$ cat config.mk
export PLATFORM = sky130hd
export DESIGN_NAME = control_sequencer_flat
export DESIGN_NICKNAME = d
export VERILOG_FILES = /design/src/rtl/control_sequencer_if.sv /design/src/rtl/control_sequencer.sv /design/src/flat_wrapper.sv
export SDC_FILE = /design/constraint.sdc
export NUM_CORES = 1
export LEC_CHECK = 0
export ABC_AREA = 1
export CORE_MARGIN = 5
export CORE_UTILIZATION = 44
export CTS_CLUSTER_SIZE = 30
export DETAILED_ROUTE_END_ITERATION = 7
export PLACE_DENSITY_LB_ADDON = 0.1
export SYNTH_ARGS = -nofsm -noshare
export SYNTH_HDL_FRONTEND = slang
export SYNTH_SLANG_ARGS = --single-unit
$ cat constraint.sdc
create_clock -name Clock -period 2.16 [get_ports Clock]
set_input_delay 0.432 -clock Clock [delete_from_list [all_inputs] [get_ports Clock]]
set_output_delay 0.432 -clock Clock [all_outputs]
set_load 0.1 [all_outputs]
$ cat src/rtl/control_sequencer_if.sv
// Strobe and handshake bundle between the Mini SRC control sequencer (master)
// and the datapath it drives (slave).
interface control_sequencer_if #(
  parameter int NREG = 16,
  parameter int CNTW = 16
);
  logic [31:0]     IR;
  logic            CON_FF;
  logic            MemRdy;
  logic            Stop;

  logic            PCout, Zhighout, Zlowout, MDRout, MARin, PCin, MDRin, IRin;
  logic            Yin, IncPC, Read, Write, HIin, LOin, HIout, LOout;
  logic            ZhighIn, ZlowIn, Cout, Gra, Grb, Grc, Rin, Rout;
  logic            BAout, CONin, Inportin, Outportin, Inportout;
  logic [NREG-1:0] R_enableIn;
  logic            Run;
  logic            Illegal;
  logic [CNTW-1:0] InstrCount;

  modport master (
    input  IR, CON_FF, MemRdy, Stop,
    output PCout, Zhighout, Zlowout, MDRout, MARin, PCin, MDRin, IRin,
           Yin, IncPC, Read, Write, HIin, LOin, HIout, LOout,
           ZhighIn, ZlowIn, Cout, Gra, Grb, Grc, Rin, Rout,
           BAout, CONin, Inportin, Outportin, Inportout,
           R_enableIn, Run, Illegal, InstrCount
  );

  modport slave (
    output IR, CON_FF, MemRdy, Stop,
    input  PCout, Zhighout, Zlowout, MDRout, MARin, PCin, MDRin, IRin,
           Yin, IncPC, Read, Write, HIin, LOin, HIout, LOout,
           ZhighIn, ZlowIn, Cout, Gra, Grb, Grc, Rin, Rout,
           BAout, CONin, Inportin, Outportin, Inportout,
           R_enableIn, Run, Illegal, InstrCount
  );
endinterface

$ cat src/rtl/control_sequencer.sv
// Mini SRC multicycle Moore control unit: fetch, decode, per-class execute steps.
// Define CTRL_MULDIV_EN to enable the mul/div sequence (otherwise those opcodes are illegal).
module control_sequencer #(
  parameter int OPW      = 5,
  parameter int NREG     = 16,
  parameter int LINK_REG = 14,
  parameter int CNTW     = 16
) (
  input logic Clock,
  input logic Reset,
  control_sequencer_if.master bus
);

  typedef enum logic [5:0] {
    RST, F0, F1, F2, DEC, HALT, ILL,
    AR3, AR4, AR5, AI3, AI4, AI5, LDI3, NN3, NN4,
    MD3, MD4, MD5, MD6,
    LD3, LD4, LD5, LD6, LD7, ST3, ST4, ST5, ST6, ST7,
    BR3, BR4, BR5, BR6, JR3, JAL3, JAL4, MFHI3, MFLO3, IN3, OUT3
  } state_t;

  state_t state_reg, state_next;
  logic   stop_pend_reg;
  logic [CNTW-1:0] count_reg;

  // Opcodes are 5-bit codes; any wider opcode with nonzero upper bits is illegal.
  localparam int OPX = (OPW > 5) ? OPW : 5;
  logic [OPX-1:0] op_x;
  logic [4:0]     op5;
  logic           op_hi_zero;

  assign op_x       = OPX'(bus.IR[31:32-OPW]);
  assign op5        = op_x[4:0];
  assign op_hi_zero = (op_x >> 5) == '0;

  always_ff @(posedge Clock or posedge Reset) begin
    if (Reset) state_reg <= RST;
    else       state_reg <= state_next;
  end

  // A stop request is remembered until the next instruction boundary.
  always_ff @(posedge Clock or posedge Reset) begin
    if (Reset)         stop_pend_reg <= 1'b0;
    else if (bus.Stop) stop_pend_reg <= 1'b1;
  end

  always_ff @(posedge Clock or posedge Reset) begin
    if (Reset)
      count_reg <= '0;
    else if (state_next == F0 && state_reg != RST)
      count_reg <= count_reg + CNTW'(1);
  end

  always_comb begin
    state_next = state_reg;
    case (state_reg)
      RST:  state_next = F0;
      F0:   state_next = (bus.Stop || stop_pend_reg) ? HALT : F1;
      F1:   state_next = bus.MemRdy ? F2 : F1;
      F2:   state_next = DEC;
      DEC: begin
        if (!op_hi_zero) state_next = ILL;
        else begin
          case (op5)
            5'b00011, 5'b00100, 5'b00101, 5'b00110, 5'b00111,
            5'b01000, 5'b01001, 5'b01010, 5'b01011: state_next = AR3;
            5'b01100, 5'b01101, 5'b01110:           state_next = AI3;
            5'b00001:                               state_next = LDI3;
            5'b10001, 5'b10010:                     state_next = NN3;
`ifdef CTRL_MULDIV_EN
            5'b01111, 5'b10000:                     state_next = MD3;
`endif
            5'b00000: state_next = LD3;
            5'b00010: state_next = ST3;
            5'b10011: state_next = BR3;
            5'b10100: state_next = JR3;
            5'b10101: state_next = JAL3;
            5'b11000: state_next = MFHI3;
            5'b11001: state_next = MFLO3;
            5'b10110: state_next = IN3;
            5'b10111: state_next = OUT3;
            5'b11010: state_next = F0;
            5'b11011: state_next = HALT;
            default:  state_next = ILL;
          endcase
        end
      end
      HALT: state_next = HALT;
      ILL:  state_next = F0;
      AR3:  state_next = AR4;
      AR4:  state_next = AR5;
      AI3, LDI3: state_next = AI4;
      AI4:  state_next = AI5;
      NN3:  state_next = NN4;
      MD3:  state_next = MD4;
      MD4:  state_next = MD5;
      MD5:  state_next = MD6;
      LD3:  state_next = LD4;
      LD4:  state_next = LD5;
      LD5:  state_next = LD6;
      LD6:  state_next = bus.MemRdy ? LD7 : LD6;
      ST3:  state_next = ST4;
      ST4:  state_next = ST5;
      ST5:  state_next = ST6;
      ST6:  state_next = ST7;
      ST7:  state_next = bus.MemRdy ? F0 : ST7;
      BR3:  state_next = BR4;
      BR4:  state_next = BR5;
      BR5:  state_next = BR6;
      JAL3: state_next = JAL4;
      AR5, AI5, NN4, MD6, LD7, BR6, JR3, JAL4, MFHI3, MFLO3, IN3, OUT3:
            state_next = F0;
      default: state_next = RST;
    endcase
  end

  always_comb begin
    bus.PCout     = state_reg inside {F0, BR4, JAL3};
    bus.Zlowout   = state_reg inside {F1, AR5, AI5, NN4, MD5, LD5, ST5, BR6};
    bus.MDRout    = state_reg inside {F2, LD7, ST7};
    bus.MARin     = state_reg inside {F0, LD5, ST5};
    bus.PCin      = (state_reg inside {F1, JR3, JAL4}) || (state_reg == BR6 && bus.CON_FF);
    bus.MDRin     = state_reg inside {F1, LD6, ST6};
    bus.IRin      = state_reg == F2;
    bus.Yin       = state_reg inside {AR3, AI3, LDI3, MD3, LD3, ST3, BR4};
    bus.IncPC     = state_reg == F0;
    bus.Read      = state_reg inside {F1, LD6};
    bus.Write     = state_reg == ST7;
`ifdef CTRL_MULDIV_EN
    bus.Zhighout  = state_reg == MD6;
    bus.HIin      = state_reg == MD6;
    bus.LOin      = state_reg == MD5;
`else
    bus.Zhighout  = 1'b0;
    bus.HIin      = 1'b0;
    bus.LOin      = 1'b0;
`endif
    bus.HIout     = state_reg == MFHI3;
    bus.LOout     = state_reg == MFLO3;
    bus.ZlowIn    = state_reg inside {F0, AR4, AI4, NN3, MD4, LD4, ST4, BR5};
    bus.ZhighIn   = bus.ZlowIn;
    bus.Cout      = state_reg inside {AI4, LD4, ST4, BR5};
    bus.Gra       = state_reg inside {AR5, AI5, NN4, MD3, LD7, ST6, BR3, JR3, JAL4,
                                      MFHI3, MFLO3, IN3, OUT3};
    bus.Grb       = state_reg inside {AR3, AI3, LDI3, NN3, MD4, LD3, ST3};
    bus.Grc       = state_reg == AR4;
    bus.Rin       = state_reg inside {AR5, AI5, NN4, LD7, MFHI3, MFLO3, IN3};
    bus.Rout      = state_reg inside {AR3, AR4, AI3, NN3, MD3, MD4, ST6, BR3, JR3, JAL4, OUT3};
    bus.BAout     = state_reg inside {LDI3, LD3, ST3};
    bus.CONin     = state_reg == BR3;
    bus.Inportin  = 1'b0;
    bus.Outportin = state_reg == OUT3;
    bus.Inportout = state_reg == IN3;
    bus.Run       = state_reg != HALT;
    bus.Illegal   = state_reg == ILL;
  end

  // jal writes the return address straight into the link register.
  for (genvar gi = 0; gi < NREG; gi++) begin : g_ren
    assign bus.R_enableIn[gi] = (gi == LINK_REG) && (state_reg == JAL3);
  end

  assign bus.InstrCount = count_reg;

endmodule
$ cat src/flat_wrapper.sv
// flat-port wrapper written by rule: the top's interface ports become plain ports
module control_sequencer_flat 
#(
  parameter int OPW      = 5,
  parameter int NREG     = 16,
  parameter int LINK_REG = 14,
  parameter int CNTW     = 16
)
  (Clock, Reset, bus_IR, bus_CON_FF, bus_MemRdy, bus_Stop, bus_PCout, bus_Zhighout, bus_Zlowout, bus_MDRout, bus_MARin, bus_PCin, bus_MDRin, bus_IRin, bus_Yin, bus_IncPC, bus_Read, bus_Write, bus_HIin, bus_LOin, bus_HIout, bus_LOout, bus_ZhighIn, bus_ZlowIn, bus_Cout, bus_Gra, bus_Grb, bus_Grc, bus_Rin, bus_Rout, bus_BAout, bus_CONin, bus_Inportin, bus_Outportin, bus_Inportout, bus_R_enableIn, bus_Run, bus_Illegal, bus_InstrCount);
  control_sequencer_if #(.NREG(NREG), .CNTW(CNTW)) bus_i ();
  input logic Clock;
  input logic Reset;
  input wire logic [$bits(bus_i.IR)-1:0] bus_IR;
  input wire logic [$bits(bus_i.CON_FF)-1:0] bus_CON_FF;
  input wire logic [$bits(bus_i.MemRdy)-1:0] bus_MemRdy;
  input wire logic [$bits(bus_i.Stop)-1:0] bus_Stop;
  output wire logic [$bits(bus_i.PCout)-1:0] bus_PCout;
  output wire logic [$bits(bus_i.Zhighout)-1:0] bus_Zhighout;
  output wire logic [$bits(bus_i.Zlowout)-1:0] bus_Zlowout;
  output wire logic [$bits(bus_i.MDRout)-1:0] bus_MDRout;
  output wire logic [$bits(bus_i.MARin)-1:0] bus_MARin;
  output wire logic [$bits(bus_i.PCin)-1:0] bus_PCin;
  output wire logic [$bits(bus_i.MDRin)-1:0] bus_MDRin;
  output wire logic [$bits(bus_i.IRin)-1:0] bus_IRin;
  output wire logic [$bits(bus_i.Yin)-1:0] bus_Yin;
  output wire logic [$bits(bus_i.IncPC)-1:0] bus_IncPC;
  output wire logic [$bits(bus_i.Read)-1:0] bus_Read;
  output wire logic [$bits(bus_i.Write)-1:0] bus_Write;
  output wire logic [$bits(bus_i.HIin)-1:0] bus_HIin;
  output wire logic [$bits(bus_i.LOin)-1:0] bus_LOin;
  output wire logic [$bits(bus_i.HIout)-1:0] bus_HIout;
  output wire logic [$bits(bus_i.LOout)-1:0] bus_LOout;
  output wire logic [$bits(bus_i.ZhighIn)-1:0] bus_ZhighIn;
  output wire logic [$bits(bus_i.ZlowIn)-1:0] bus_ZlowIn;
  output wire logic [$bits(bus_i.Cout)-1:0] bus_Cout;
  output wire logic [$bits(bus_i.Gra)-1:0] bus_Gra;
  output wire logic [$bits(bus_i.Grb)-1:0] bus_Grb;
  output wire logic [$bits(bus_i.Grc)-1:0] bus_Grc;
  output wire logic [$bits(bus_i.Rin)-1:0] bus_Rin;
  output wire logic [$bits(bus_i.Rout)-1:0] bus_Rout;
  output wire logic [$bits(bus_i.BAout)-1:0] bus_BAout;
  output wire logic [$bits(bus_i.CONin)-1:0] bus_CONin;
  output wire logic [$bits(bus_i.Inportin)-1:0] bus_Inportin;
  output wire logic [$bits(bus_i.Outportin)-1:0] bus_Outportin;
  output wire logic [$bits(bus_i.Inportout)-1:0] bus_Inportout;
  output wire logic [$bits(bus_i.R_enableIn)-1:0] bus_R_enableIn;
  output wire logic [$bits(bus_i.Run)-1:0] bus_Run;
  output wire logic [$bits(bus_i.Illegal)-1:0] bus_Illegal;
  output wire logic [$bits(bus_i.InstrCount)-1:0] bus_InstrCount;
  assign bus_i.IR = bus_IR;
  assign bus_i.CON_FF = bus_CON_FF;
  assign bus_i.MemRdy = bus_MemRdy;
  assign bus_i.Stop = bus_Stop;
  assign bus_PCout = bus_i.PCout;
  assign bus_Zhighout = bus_i.Zhighout;
  assign bus_Zlowout = bus_i.Zlowout;
  assign bus_MDRout = bus_i.MDRout;
  assign bus_MARin = bus_i.MARin;
  assign bus_PCin = bus_i.PCin;
  assign bus_MDRin = bus_i.MDRin;
  assign bus_IRin = bus_i.IRin;
  assign bus_Yin = bus_i.Yin;
  assign bus_IncPC = bus_i.IncPC;
  assign bus_Read = bus_i.Read;
  assign bus_Write = bus_i.Write;
  assign bus_HIin = bus_i.HIin;
  assign bus_LOin = bus_i.LOin;
  assign bus_HIout = bus_i.HIout;
  assign bus_LOout = bus_i.LOout;
  assign bus_ZhighIn = bus_i.ZhighIn;
  assign bus_ZlowIn = bus_i.ZlowIn;
  assign bus_Cout = bus_i.Cout;
  assign bus_Gra = bus_i.Gra;
  assign bus_Grb = bus_i.Grb;
  assign bus_Grc = bus_i.Grc;
  assign bus_Rin = bus_i.Rin;
  assign bus_Rout = bus_i.Rout;
  assign bus_BAout = bus_i.BAout;
  assign bus_CONin = bus_i.CONin;
  assign bus_Inportin = bus_i.Inportin;
  assign bus_Outportin = bus_i.Outportin;
  assign bus_Inportout = bus_i.Inportout;
  assign bus_R_enableIn = bus_i.R_enableIn;
  assign bus_Run = bus_i.Run;
  assign bus_Illegal = bus_i.Illegal;
  assign bus_InstrCount = bus_i.InstrCount;
  control_sequencer #(.OPW(OPW), .NREG(NREG), .LINK_REG(LINK_REG), .CNTW(CNTW)) u_core (.Clock(Clock), .Reset(Reset), .bus(bus_i));
endmodule
==> qor.yml <==
maxCapViolCount: 0
seqCellArea_um2: 581.8
met2_usage_pct: 39.12
synthFlopType: "dfrtp_1"
multi_input_area_mm2: 0.001902
grt_max_degree: 17
drt_iter0_drc: 301
crit_type: "flop to output pin"
place_ws_ps: -434.0
routed_wl_mm: 8.852
min_period_ps: 2304
cts_buffer_depth: 2
use_met3_pct: 3.495
via_count: 3190
worstPathArrival_ps: 1870
first_global_vias: 2831
hold_viol_final: 0
worstPathMaxFanout: 9
fin_ws_ps: -144.0
drc: 0
cpMostUsedCell: "buf_6"
antenna_found_initial: 0
syn_area_mm2: 0.002497
final_util_pct: 76.39
vdd.ir_drop.worst_mv: 0.9776
busiest_layer: "met2"
coreArea_mm2: 0.005507
hp-class: "flop to flop"
cts.clk_slew.worst_paths_ps: 90
placedCellCount: 565
antenna_cells: 0
violations: "setup timing"
synth_enable_flop_cells: 0
avgSynthCellArea_um2: 6.076
outcome: "complete, but fails checks"
syn_inst: 411
cellLeakagePower_nw: 2.286
die_w_um: 85.34
cts_tree: "done"
dieHeight_um: 85.34
cts_buffers: 3
crit_chain: "buf_4 -> nor2_2 -> buf_6 -> nand3_1 -> nand2_2 -> nor2_4 -> buf_6 -> nand3_4 -> buf_12"
postRouteAntennaNets: 0
post-synth-top-area-cell: "dfrtp_1"
fp-row-count: 27
htree_levels: 1
syn_to_final_growth_pct: 68.44
firstDrtPassIters: 6
finClkSkew_ps: 4.999
grt_pass1_wl_mm: 13.46
finalSetupViolCount: 22
yosys_warnings: 0
viasPerCell: 5.290
clock_sinks: 23
nets: 576
slew-limit-headroom_pct: 64.44
finalCritPeriodShare_pct: 106.7
clk_latency_ps: 270
synth-async-reset-ratio_pct: 100.0
power_density_mw_per_mm2: 1421
largest_register_ffs: 16
cp_slowest_cell: "dfrtp_2"
whs_ps: 472.0
maxSlewViolCount: 0
met1_usage_pct: 29.28
cp.required_ps: 1730
timing.fmax_mhz: 434.0
hpwl_mm: 6.397
dieArea_mm2: 0.007283
ys_top_cells_by_area: "dfrtp_1, nand2_1, nand3_1, inv_1, nor2_1"
gp_congestion: 0.9410
total_power_mw: 5.976
pin_count: 100
critPathMaxStageDelay_ps: 450
final_cells: 603
drive_gt1_share_pct: 39.36
wire_per_inst_um: 14.68
yosysSeqAreaShare_pct: 23.05
ys_ff_latch: 23
synth_cell_types: 26
grt_overflow_total: 0
groute.usage.overall_pct: 22.52
worstMarginPinSlew_ps: 532.7
grt_setup_unrepaired: "yes"
synth_top_area_share_pct: 23.05
start_util_pct: 45.35
critPathCaptureType: "output pin"
start_kind: "flop"
port_buffers: 53
hold_buffers: 0
fill_cells: 412
cts_root_buf: "clkbuf_8"
-- Yosys cell counts (2+ instances only) --
cell type and n:
dfrtp_1 23, nand4_1 12, xor2_1 10, ha_1 7, nand3_1 65, nor3_1 4, o211ai_1 2, buf_4 24
nand2_2 2, xnor2_1 4, nor2_1 50, inv_1 52, inv_2 5, a21oi_1 2, nor2_2 7, nor4_1 4
nand2_1 123, nor2_4 6, nand3_2 2
-- through the flow --
| stage | instance area (um^2) | setup TNS, ps |
|---|---|---|
| 6_report | 4207 | -1114 |
| 5_1_grt | 4207 | -4388 |
| 4_1_cts | 3951 | -594.6 |
| 3_5_place_dp | 3643 | -7004 |
| 3_3_place_gp | 3643 | -6742 |
| 2_1_floorplan | 2699 | -3393 |
-- metal layers --
metal	part of all wire (%)	up-vias
li1	-	1506
met1	40	1449
met2	49	191
met3	8.0	44
met4	3.6	0
met5	0	-
-- placed cells by master (no fill, tap or decap), types with 11 or more instances in the layout --
cell type and n:
buf_12 31, nand4_1 12, nor2_2 11, buf_4 72, nand2_1 106, nand3_1 48, inv_2 12, nand2_2 16
nor2_4 16, conb_1 19, inv_1 40, dfrtp_1 18, nand3_2 13, nor2_1 37
-- worst max-delay path, delay by kind of cell, from the launching register on --
kind,cells,cell delay (ps)
buf+inv,4,610
simple gates,5,550
flops,1,450
-- final timing paths --
| path | cells past startpoint | start | slack [ps] | end |
|---|---|---|---|---|
| worst max-delay path | 9 | u_core.state_reg[2] | -140 | bus_Gra |
| worst min-delay path | 2 | u_core.stop_pend_reg | 470 | u_core.stop_pend_reg |
| worst max register to register | 15 | u_core.state_reg[2] | -20 | u_core.bus.InstrCount[13] |
| worst min register to register | 2 | u_core.stop_pend_reg | 470 | u_core.stop_pend_reg |
| max in group asynchronous | 3 | Reset | 1090 | u_core.bus.InstrCount[13] |
| min in group asynchronous | 2 | Reset | 500 | u_core.stop_pend_reg |
-- kinds of logic after synthesis --
| group | count (synthesis) | synth area share, % |
|---|---|---|
| compound gates | 6 | 1.553 |
| other cells | 1 | 0.1502 |
| fa+ha+maj | 7 | 3.507 |
| buf+inv | 82 | 16.23 |
| xor+xnor | 14 | 4.910 |
| simple gates | 278 | 50.60 |
| flops | 23 | 23.05 |
-- area by class of cell --
type | count | area share (%)
multi-input combinational | 326 | 45.21
timing repair buffer | 121 | 32.24
clock buffer | 3 | 0.9816
tap | 72 | 2.142
sequential | 23 | 13.83
inverter | 57 | 5.473
clock inverter | 1 | 0.1190
-- where the power goes --
group / internal, mW / switching (mW) / leakage, nW
combinational: 1.77 / 3.29 / 1.96
sequential: 0.513 / 0.125 / 0.298
clock: 0.129 / 0.147 / 0.0255
-- repair_timing --
action / 4_1_cts / 5_1_grt
pin swaps: 10 / 16
gates cloned: 1 / 1
resized for setup: 34 / 43
setup buffers: 17 / 15
endpoints found under the setup margin: 31 / 36
No activity file was read; power rests on OpenSTA's default activity.
==> RTL edit (same settings) <==
The option `CTRL_MULDIV_EN` is turned on by a define.
--- a/src/rtl/control_sequencer.sv
+++ b/src/rtl/control_sequencer.sv
@@ -2,2 +2,4 @@
 // Define CTRL_MULDIV_EN to enable the mul/div sequence (otherwise those opcodes are illegal).
+`define CTRL_MULDIV_EN
+
 module control_sequencer #(
Function: changed (a bounded check fails within 10 cycles, from zero or initial values and one cycle with Reset high).
==> RTL edit against the original RTL <==
The flow still finishes with violations (negative setup slack). Critical path depth is 1 lower. Sequential power is 0.9% higher. Clock power is 4% lower. Routed wire length is 6.0% higher. Setup slack better by 0.048 ns. Area after synthesis is 1.6% higher. Cell area is 5.0% higher. First-iteration DRC count is 7.0% higher. Critical path type unchanged. Die area is 1.4% higher. Core utilization is 3.3 points higher. Cell count is 0.17% lower. Power is 18% higher. Critical endpoint is now bus_Rout. Largest power group unchanged. Sequential cell count stayed put. Register-to-register slack worse by 0.03 ns.
==> RTL edit: results (changes against the original RTL) <==
[logic_synthesis]
synthTopCellsByArea = dfrtp_1 (23%), nand2_1 (16%), nand3_1 (14%), nor2_1 (7.0%), inv_1 (6.8%)
synth-xor-area-share_pct = 4.83  ; -0.077 points
synth_commonest_cells = nand2_1 (109), nand3_1 (71), nor2_1 (47)
yosys.area_share.adder_pct = 2.96  ; -0.55 points
ys_seq_area_share_pct = 22.7  ; -0.36 points
ys_types = 28  ; +7.7%

[run_status]
violations = negative setup slack
status = complete, but fails checks

[worst_setup_path]
cp_top_family = simple AND/OR/NAND/NOR gates
cp-startpoint = u_core.state_reg[3]
cp.arrival_ns = 1.82  ; -0.05 ns

[timing]
setup_viol = 23  ; +4.5%
skew_ns = 0.00505  ; +0.0000521 ns
timing.final.ws_setup_ns = -0.0959  ; +0.0481 ns

[global_route]
grt_usage_pct = 22.2  ; -0.28 points
grt_pass1_vias = 2961  ; +4.6%
grt_pass1_wl_um = 13600  ; +1.2%
grt_max_degree = 22  ; +5

[clock_network]
postCtsSetupRepairBufs = 19  ; +2
cts_resized = 37  ; +8.8%

[route]
postRouteWirelength_um = 9390  ; +6.0%
drt_iter0_drc = 322  ; +7.0%

[placement]
dp_slack_ns = -0.393  ; +0.0413 ns
portBuffers = 56  ; +5.7%
gp_congestion = 0.954  ; +1.3%
dp_hpwl_um = 6330  ; -1.1%

[power_and_ir_drop]
p_seq_uw = 644  ; +0.9%
power_density_mw_per_mm2 = 1600  ; +13%
irDropWorstVdd_v = 0.00118  ; +21%
combPwrFrac_pct = 87.1  ; +2.4 points
internal-power_mw = 2.90  ; +20%
p_leak_nw = 2.35  ; +2.7%

[min_path]
hp-class = primary input to asynchronous set/reset pin

[layout]
drive_gt1_share_pct = 43.8  ; +4.4 points

[RTL edit: through the flow]
stage / hold WS (ns) / cell area (µm²) / util [%] / cells
global placement: 0.497 / 3660 / 66.1 / 562
CTS: 0.327 / 4010 / 72.4 / 588
detailed placement: 0.499 / 3660 / 66.1 / 562
floorplan: 0.434 / 2670 / - / 424
finish: 0.322 / 4420 / 79.7 / 602
global route: 0.338 / 4420 / 79.7 / 602
[RTL edit: layer usage]
| metal | part of all wire [%] | track usage (%) | vias to the layer above |
|---|---|---|---|
| met5 | 0 | 0 | - |
| met4 | 3.8 | 9.06 | 0 |
| met3 | 6.6 | 2.21 | 33 |
| met2 | 52 | 40.5 | 166 |
| met1 | 38 | 26.4 | 1524 |
| li1 | - | - | 1531 |
[RTL edit: cells by family after synthesis]
| family | after synthesis |
|---|---|
| simple gates | 271 |
| buf+inv | 79 |
| xor+xnor | 14 |
| fa+ha+maj | 6 |
| flops | 23 |
| compound gates | 15 |
| other cells | 1 |
[RTL edit: layout make-up]
| class | instances | area (µm²) |
|---|---|---|
| Multi-Input combinational cell | 326 | 2030 |
| Sequential cell | 23 | 583 |
| Clock buffer | 4 | 45.0 |
| Timing Repair Buffer | 122 | 1440 |
| Fill cell | 396 | 1120 |
| Inverter | 55 | 226 |
| Tap cell | 72 | 90.1 |
[RTL edit: final timing paths]
| path | endpoint | slack (ns) | cells after the start |
|---|---|---|---|
| max reg2reg | u_core.bus.InstrCount[7] | -0.05 | 14 |
| max | bus_Rout | -0.1 | 8 |
| min | u_core.bus.InstrCount[15] | 0.32 | 2 |
| min reg2reg | u_core.stop_pend_reg | 0.51 | 2 |
| min in group Clock | u_core.stop_pend_reg | 0.51 | 2 |
| max in group asynchronous | u_core.state_reg[0] | 1.33 | 3 |
